===== config.mk =====
export PLATFORM = sky130hd
export DESIGN_NAME = interrupt_sequencer_flat
export DESIGN_NICKNAME = d
export VERILOG_FILES = /design/src/rtl/interrupt_sequencer_if.sv /design/src/rtl/interrupt_sequencer.sv /design/src/flat_wrapper.sv
export SDC_FILE = /design/constraint.sdc
export NUM_CORES = 1
export LEC_CHECK = 0
export ABC_AREA = 1
export BUFFER_PORTS_ARGS = -buffer_cell sky130_fd_sc_hd__buf_2
export CORE_UTILIZATION = 54
export CTS_CLUSTER_DIAMETER = 120
export DETAILED_ROUTE_END_ITERATION = 8
export HOLD_SLACK_MARGIN = 0.03
export PLACE_DENSITY = 0.83
export REMOVE_ABC_BUFFERS = 1
export SETUP_SLACK_MARGIN = 0.15
export SYNTH_ARGS = -nofsm -noshare
export SYNTH_HDL_FRONTEND = slang
export SYNTH_SLANG_ARGS = --single-unit

===== constraint.sdc =====
create_clock -name clk_ph1 -period 2.45 [get_ports clk_ph1]
set_clock_uncertainty 0.15 [all_clocks]
set_input_delay 0.245 -clock clk_ph1 [delete_from_list [all_inputs] [get_ports clk_ph1]]
set_output_delay 0.245 -clock clk_ph1 [all_outputs]
set_load 0.05 [all_outputs]

===== src/rtl/interrupt_sequencer_if.sv =====
// -----------------------------------------------------------------------------
// interrupt_sequencer_if
//
// Bus bundle between the interrupt sequencer and the CPU bus mux.
//
// Signals:
//   addr  - 16-bit bus address driven by the sequencer
//   dout  - 8-bit write data driven by the sequencer
//   rw    - 1 = read, 0 = write, driven by the sequencer
//   din   - 8-bit read data returned by the memory side, valid at the end of
//           a read cycle
//
// Modports:
//   master - sequencer side (drives addr/dout/rw, samples din)
//   slave  - memory/bus-mux side (samples addr/dout/rw, drives din)
//
// Handshake: there is no valid/ready pair on this bus. Every cycle in which
// the sequencer is busy is a bus cycle. addr/rw/dout are stable for the whole
// cycle, and din is sampled on the rising edge that ends the cycle.
// -----------------------------------------------------------------------------
interface interrupt_sequencer_if;
  logic [15:0] addr;
  logic [7:0]  dout;
  logic [7:0]  din;
  logic        rw;

  modport master (
    output addr,
    output dout,
    output rw,
    input  din
  );

  modport slave (
    input  addr,
    input  dout,
    input  rw,
    output din
  );
endinterface


===== src/rtl/interrupt_sequencer.sv =====
// -----------------------------------------------------------------------------
// interrupt_sequencer
//
// Runs the 6502 interrupt-entry micro-sequence (RESET, NMI, IRQ, BRK) on behalf
// of the CPU core. It performs seven bus cycles:
//   1. dummy read at the latched PC
//   2-4. three stack pushes (dummy stack reads for RESET)
//   5-6. two vector fetches
//   7. PC load
// The whole block is clocked by Phi1.
//
// Ports:
//   clk_ph1   in   Phi1 clock, all state changes on the rising edge
//   rst       in   asynchronous active-high reset
//   int_req   in   hardware interrupt pending (sampled when a start is possible)
//   nmi_pend  in   NMI pending (sampled on the edge leaving PUSH_P)
//   brk       in   BRK opcode fetched this cycle (sampled when a start is possible)
//   pc        in   current PC (address after the opcode byte)
//   sp        in   live stack pointer; the owner decrements it on sp_dec
//   p         in   current status register
//   bus       if   master side of the bus: addr, dout, rw out; din in
//   busy      out  sequence in progress, CPU core stalls
//   sp_dec    out  decrement SP at the end of this cycle
//   pc_out    out  new PC assembled from the vector fetches
//   pc_load   out  1-cycle strobe: load pc_out into PC
//   set_i     out  1-cycle strobe: set the I flag
//   int_clr   out  1-cycle strobe: clear the controller's perform-interrupt flag
//   nmi_clr   out  1-cycle strobe: clear the controller's NMI-pending flag
//   dbg_state out  current FSM state encoding, for observation only
// -----------------------------------------------------------------------------
module interrupt_sequencer #(
  parameter logic [7:0] STACK_PAGE = 8'h01
) (
  input  logic                   clk_ph1,
  input  logic                   rst,
  input  logic                   int_req,
  input  logic                   nmi_pend,
  input  logic                   brk,
  input  logic [15:0]            pc,
  input  logic [7:0]             sp,
  input  logic [7:0]             p,
  interrupt_sequencer_if.master  bus,
  output logic                   busy,
  output logic                   sp_dec,
  output logic [15:0]            pc_out,
  output logic                   pc_load,
  output logic                   set_i,
  output logic                   int_clr,
  output logic                   nmi_clr,
  output logic [2:0]             dbg_state
);

  typedef enum logic [2:0] {
    IDLE   = 3'd0,
    DUMMY  = 3'd1,
    PUSH_H = 3'd2,
    PUSH_L = 3'd3,
    PUSH_P = 3'd4,
    VEC_L  = 3'd5,
    VEC_H  = 3'd6,
    LOAD   = 3'd7
  } state_t;

  typedef enum logic [1:0] {
    KIND_RESET = 2'd0,
    KIND_HW    = 2'd1,
    KIND_SW    = 2'd2
  } kind_t;

  state_t      state_q, state_d;
  kind_t       kind_q;
  logic        rst_pend_q;
  logic [15:0] pc_q;
  logic [7:0]  p_q;
  logic [15:0] vec_q;
  logic        nmi_hit_q;
  logic [15:0] pc_out_q;

  // Start decode. A start is possible from IDLE and also on the edge leaving
  // LOAD, which gives back-to-back sequences without an idle cycle. These
  // input-derived terms only feed registers, never the outputs.
  logic start_window;
  logic start_reset;
  logic start_hw;
  logic start_sw;
  logic do_start;

  assign start_window = (state_q == IDLE) || (state_q == LOAD);
  assign start_reset  = rst_pend_q;
  assign start_hw     = !rst_pend_q && int_req;
  assign start_sw     = !rst_pend_q && !int_req && brk;
  assign do_start     = start_window && (start_reset || start_hw || start_sw);

  // State register
  always_ff @(posedge clk_ph1 or posedge rst) begin
    if (rst) begin
      state_q <= IDLE;
    end else begin
      state_q <= state_d;
    end
  end

  // Next-state logic
  always_comb begin
    state_d = state_q;
    case (state_q)
      IDLE:    state_d = do_start ? DUMMY : IDLE;
      DUMMY:   state_d = PUSH_H;
      PUSH_H:  state_d = PUSH_L;
      PUSH_L:  state_d = PUSH_P;
      PUSH_P:  state_d = VEC_L;
      VEC_L:   state_d = VEC_H;
      VEC_H:   state_d = LOAD;
      LOAD:    state_d = do_start ? DUMMY : IDLE;
      default: state_d = IDLE;
    endcase
  end

  // Datapath registers: latched PC/P, kind, vector, assembled new PC.
  always_ff @(posedge clk_ph1 or posedge rst) begin
    if (rst) begin
      rst_pend_q <= 1'b1;
      kind_q     <= KIND_HW;
      pc_q       <= 16'h0000;
      p_q        <= 8'h00;
      vec_q      <= 16'h0000;
      nmi_hit_q  <= 1'b0;
      pc_out_q   <= 16'h0000;
    end else begin
      if (do_start) begin
        p_q <= p;
        if (start_reset) begin
          kind_q     <= KIND_RESET;
          pc_q       <= pc;
          rst_pend_q <= 1'b0;
        end else if (start_hw) begin
          kind_q <= KIND_HW;
          pc_q   <= pc;
        end else begin
          // BRK returns past its padding byte; the add wraps at 16 bits.
          kind_q <= KIND_SW;
          pc_q   <= pc + 16'd1;
        end
      end

      // Vector choice is made as late as possible so that an NMI arriving
      // during the pushes can still hijack an IRQ or BRK.
      if (state_q == PUSH_P) begin
        if (kind_q == KIND_RESET) begin
          vec_q     <= 16'hFFFC;
          nmi_hit_q <= 1'b0;
        end else if (nmi_pend) begin
          vec_q     <= 16'hFFFA;
          nmi_hit_q <= 1'b1;
        end else begin
          vec_q     <= 16'hFFFE;
          nmi_hit_q <= 1'b0;
        end
      end

      if (state_q == VEC_L) begin
        pc_out_q[7:0] <= bus.din;
      end
      if (state_q == VEC_H) begin
        pc_out_q[15:8] <= bus.din;
      end
    end
  end

  // Status byte pushed to the stack: B set only for BRK, bit 5 always set.
  logic [7:0] push_p;
  assign push_p = (kind_q == KIND_SW) ? (p_q | 8'h30) : ((p_q & 8'hEF) | 8'h20);

  // Output decode from registered state. In IDLE every output holds its reset
  // value, so an asynchronous reset mid-sequence stops bus activity at once.
  // Stack addresses track the live SP, which its owner decrements on sp_dec.
  always_comb begin
    busy     = 1'b0;
    bus.addr = 16'h0000;
    bus.dout = 8'h00;
    bus.rw   = 1'b1;
    sp_dec   = 1'b0;
    pc_load  = 1'b0;
    set_i    = 1'b0;
    int_clr  = 1'b0;
    nmi_clr  = 1'b0;
    case (state_q)
      IDLE: begin
        busy = 1'b0;
      end
      DUMMY: begin
        busy     = 1'b1;
        bus.addr = pc_q;
        int_clr  = (kind_q == KIND_HW);
      end
      PUSH_H: begin
        busy     = 1'b1;
        bus.addr = {STACK_PAGE, sp};
        bus.dout = pc_q[15:8];
        bus.rw   = (kind_q == KIND_RESET);
        sp_dec   = 1'b1;
      end
      PUSH_L: begin
        busy     = 1'b1;
        bus.addr = {STACK_PAGE, sp};
        bus.dout = pc_q[7:0];
        bus.rw   = (kind_q == KIND_RESET);
        sp_dec   = 1'b1;
      end
      PUSH_P: begin
        busy     = 1'b1;
        bus.addr = {STACK_PAGE, sp};
        bus.dout = push_p;
        bus.rw   = (kind_q == KIND_RESET);
        sp_dec   = 1'b1;
      end
      VEC_L: begin
        busy     = 1'b1;
        bus.addr = vec_q;
        nmi_clr  = nmi_hit_q;
      end
      VEC_H: begin
        busy     = 1'b1;
        bus.addr = vec_q + 16'd1;
      end
      LOAD: begin
        busy     = 1'b1;
        bus.addr = pc_out_q;
        pc_load  = 1'b1;
        set_i    = 1'b1;
      end
      default: begin
        busy = 1'b0;
      end
    endcase
  end

  assign pc_out    = pc_out_q;
  assign dbg_state = state_q;

endmodule


===== src/flat_wrapper.sv =====
// flat-port wrapper written by rule: the top's interface ports become plain ports
module interrupt_sequencer_flat 
#(
  parameter logic [7:0] STACK_PAGE = 8'h01
)
  (clk_ph1, rst, int_req, nmi_pend, brk, pc, sp, p, busy, sp_dec, pc_out, pc_load, set_i, int_clr, nmi_clr, dbg_state, bus_addr, bus_dout, bus_rw, bus_din);
  interrupt_sequencer_if bus_i ();
  input  logic clk_ph1;
  input  logic rst;
  input  logic int_req;
  input  logic nmi_pend;
  input  logic brk;
  input  logic [15:0] pc;
  input  logic [7:0] sp;
  input  logic [7:0] p;
  output logic busy;
  output logic sp_dec;
  output logic [15:0] pc_out;
  output logic pc_load;
  output logic set_i;
  output logic int_clr;
  output logic nmi_clr;
  output logic [2:0] dbg_state;
  output wire logic [$bits(bus_i.addr)-1:0] bus_addr;
  output wire logic [$bits(bus_i.dout)-1:0] bus_dout;
  output wire logic [$bits(bus_i.rw)-1:0] bus_rw;
  input wire logic [$bits(bus_i.din)-1:0] bus_din;
  assign bus_addr = bus_i.addr;
  assign bus_dout = bus_i.dout;
  assign bus_rw = bus_i.rw;
  assign bus_i.din = bus_din;
  interrupt_sequencer #(.STACK_PAGE(STACK_PAGE)) u_core (.clk_ph1(clk_ph1), .rst(rst), .int_req(int_req), .nmi_pend(nmi_pend), .brk(brk), .pc(pc), .sp(sp), .p(p), .bus(bus_i), .busy(busy), .sp_dec(sp_dec), .pc_out(pc_out), .pc_load(pc_load), .set_i(set_i), .int_clr(int_clr), .nmi_clr(nmi_clr), .dbg_state(dbg_state));
endmodule

==> impl_metrics.yaml <==
setup_path:
  crit_path_top_delay_cell: "dfrtp_1"
  cp.arrival_ns: 1.88
  worstPathRequired_ns: 2.06
  critPathTopFamily: "buffers and inverters"
  slowest_delay_ns: 0.44
  r2r_end: "u_core.pc_q[11]"
  setup.worst_path.end: "bus_addr[10]"
  worst-path-stages: 8
  reg2reg_setup_slack_ns: 0.57
  startpoint_type: "flop"
  rr_startpoint: "u_core.dbg_state[1]"
  reg2reg_depth: 7
  crit_path_end_kind: "output port"
  critPathKind: "reg2out"
  crit_start: "u_core.dbg_state[1]"
  path_cells: "inv_1, ha_2, inv_2, nor2_8, buf_4, nand2_1, nand3_1, buf_2"
  path_max_fanout: 9
  path_buf_inv: 4
cells_and_area:
  diodes: 0
  stdcell_count: 544
  nets: 527
  synthToLayoutAreaGrowth_pct: 29.47
  drive_gt1_share_pct: 31.45
floorplanning:
  ios: 95
  die_w_um: 74.09
  placeableCoreArea_um2: 4848
  die_y_um: 74.09
  fp-row-count: 25
  initial_core_util_pct: 57.88
  dieArea_um2: 5489
synth:
  synthTopCellsByArea: "dfrtp_1 (41%), nand2_1 (18%), inv_1 (5.6%)"
  synth_common_cells: "nand2_1 (131), dfrtp_1 (46), inv_1 (42), nand3_1 (30), o21ai_0 (23)"
  synth_edf_count: 0
  synth_top_area_share_pct: 41.02
  ys.flop_type: "dfrtp_1"
  ys_ff_latch: 48
  synth_cell_types: 35
  synth_cells: 372
  yosysMostFrequentCell: "nand2_1"
  seq_area_frac_synth_pct: 42.89
  ys_async_sr_fraction_pct: 100.0
  synthesis.area_um2: 2806
  ys_warn_count: 0
  syn_avg_cell_area_um2: 7.544
  yosys.area.top_type: "dfrtp_1"
cts:
  tritoncts: "built"
  numCtsBuffers: 5
  cts_root_buf: "clkbuf_8"
  clock_sink_count: 48
  clkTransAtPathRegs_ns: 0.09
  clockBufferDepth: 2
  insertion_delay_ns: 0.30
  cts.htree.levels: 2
routing:
  avgRoutedWirePerCell_um: 14.14
  antenna_left: 0
  wl_um: 7694
  vias: 2901
  dr.pass1.iters: 4
  drt_drc_violations_left: 0
  vias_per_cell: 5.333
  first_iter_violations: 177
min_path:
  hold_depth: 3
  hp-class: "in2reg"
sta:
  slew_headroom_pct: 60.22
  max_freq_ghz: 0.4399
  post-route-period-util_pct: 92.79
  fin_ws_ns: 0.1767
  setup_viol: 0
  worst_pin_slew_ns: 0.5966
  drv_slew: 0
  rsz0062_at_grt: "true"
  hold_violations: 0
  fin_crit_ns: 2.273
place:
  dpl.cell_count: 525
  gp_congestion: 0.8490
  portBuffers: 92
  place_ws_ns: 0.2996
  dpl.hpwl_um: 5510
status:
  outcome: "complete, no violations"
global_routing:
  grt_max_degree: 49
  grt_use_total_pct: 28.84
  grt_overflow: 0
  grt_pass1_wl_um: 11990
  grt_pass1_vias: 2630
  antenna_found_initial: 0
flow_run:
  drv_cap: 0
registers in the layout, summed over array words and instances (netlist names):
signal and flops:
u_core.dbg_state 3, u_core.pc_q 16, u_core.rst_pend_q 1, u_core.p_q 6, u_core.nmi_hit_q 1, u_core.kind_q 2, u_core.vec_q 3, u_core.pc_out 16
cells in the final DEF (no fill, tap or decap), types with 2 or more instances in the layout:
master / synthesis / layout
or2_2: 2 / 2
clkbuf_4: 0 / 6
clkinvlp_4: 0 / 3
clkbuf_8: 0 / 5
nand2_2: 1 / 4
o21bai_1: 4 / 4
inv_2: 3 / 6
dfstp_2: 2 / 2
nand2_4: 2 / 3
inv_4: 1 / 3
dfrtp_1: 46 / 44
ha_2: 0 / 2
buf_6: 2 / 4
dfrtp_2: 0 / 2
buf_4: 3 / 16
dlygate4sd3_1: 0 / 7
buf_2: 5 / 76
nand2_1: 131 / 127
o21ai_0: 23 / 22
a21oi_1: 2 / 2
inv_1: 42 / 37
xnor2_1: 4 / 4
nand3_1: 30 / 29
o21ai_2: 8 / 9
o2111ai_1: 6 / 6
nor2_1: 19 / 19
o221ai_1: 6 / 6
o211ai_1: 2 / 2
nand4_1: 7 / 7
ha_1: 6 / 4
nor3_1: 3 / 2
tightest hold or removal path, stage by stage:
cell	delay, ns
buf_2	0.09
inv_1	0.05
o21ai_0	0.07
worst min-delay path by stage:
stage	startpoint	slack (ns)	to
after CTS	bus_din[3]	0.05	u_core.pc_out[3]
after detailed placement	rst	0.29	u_core.nmi_hit_q
final	bus_din[3]	0.05	u_core.pc_out[3]
after global routing	bus_din[6]	0.07	u_core.pc_out[14]
after floorplan	p[6]	0.20	u_core.p_q[6]
after global placement	rst	0.28	u_core.pc_out[10]
metal layers:
| layer | track usage [%] | up-vias | share of wire [%] |
|---|---|---|---|
| li1 | - | 1413 | - |
| met1 | 38.63 | 1374 | 44 |
| met2 | 47.98 | 100 | 49 |
| met3 | 4.607 | 14 | 4.8 |
| met4 | 9.402 | 0 | 1.8 |
| met5 | 0 | - | 0 |
what timing repair did:
action,CTS,global route
hold endpoints to repair,52,0
gates resized for setup,18,28
hold buffers,7,0
pin swaps,0,2
setup buffers,1,1
gates cloned,0,2
setup endpoints to repair,19,27
logic make-up after synthesis:
logic type	Yosys count	share of synthesized area, %
buffers and inverters	60	9.273
flip-flops	48	42.89
AND/OR/NAND/NOR	200	30.76
AO/OA/AOI/OAI	53	12.84
adder cells (fa/ha/maj)	6	2.675
XOR/XNOR	5	1.560
per-stage QoR:
| stage | hold slack (ns) | setup TNS [ns] | instance area (um2) | util (%) |
|---|---|---|---|---|
| 3_3_place_gp | 0.2752 | 0 | 3318 | 68.44 |
| 3_5_place_dp | 0.2850 | 0 | 3318 | 68.44 |
| 4_1_cts | 0.04960 | 0 | 3552 | 73.26 |
| 5_1_grt | 0.06899 | 0 | 3633 | 74.94 |
| 6_report | 0.04981 | 0 | 3633 | 74.94 |
| 2_1_floorplan | 0.2046 | -8.803 | 2729 | - |
cell type report:
cell class	instances	area, um2
clock inverters	3	42.54
multi-input cells	264	1376
well taps	67	83.83
flip-flops and latches	48	1206
clock buffers	5	68.82
repair buffers	109	660.6
inverters	48	195.2
fillers	375	1215
Power is not shown: default switching activity piles up to over one toggle a cycle in this logic, so the estimate is an artifact.
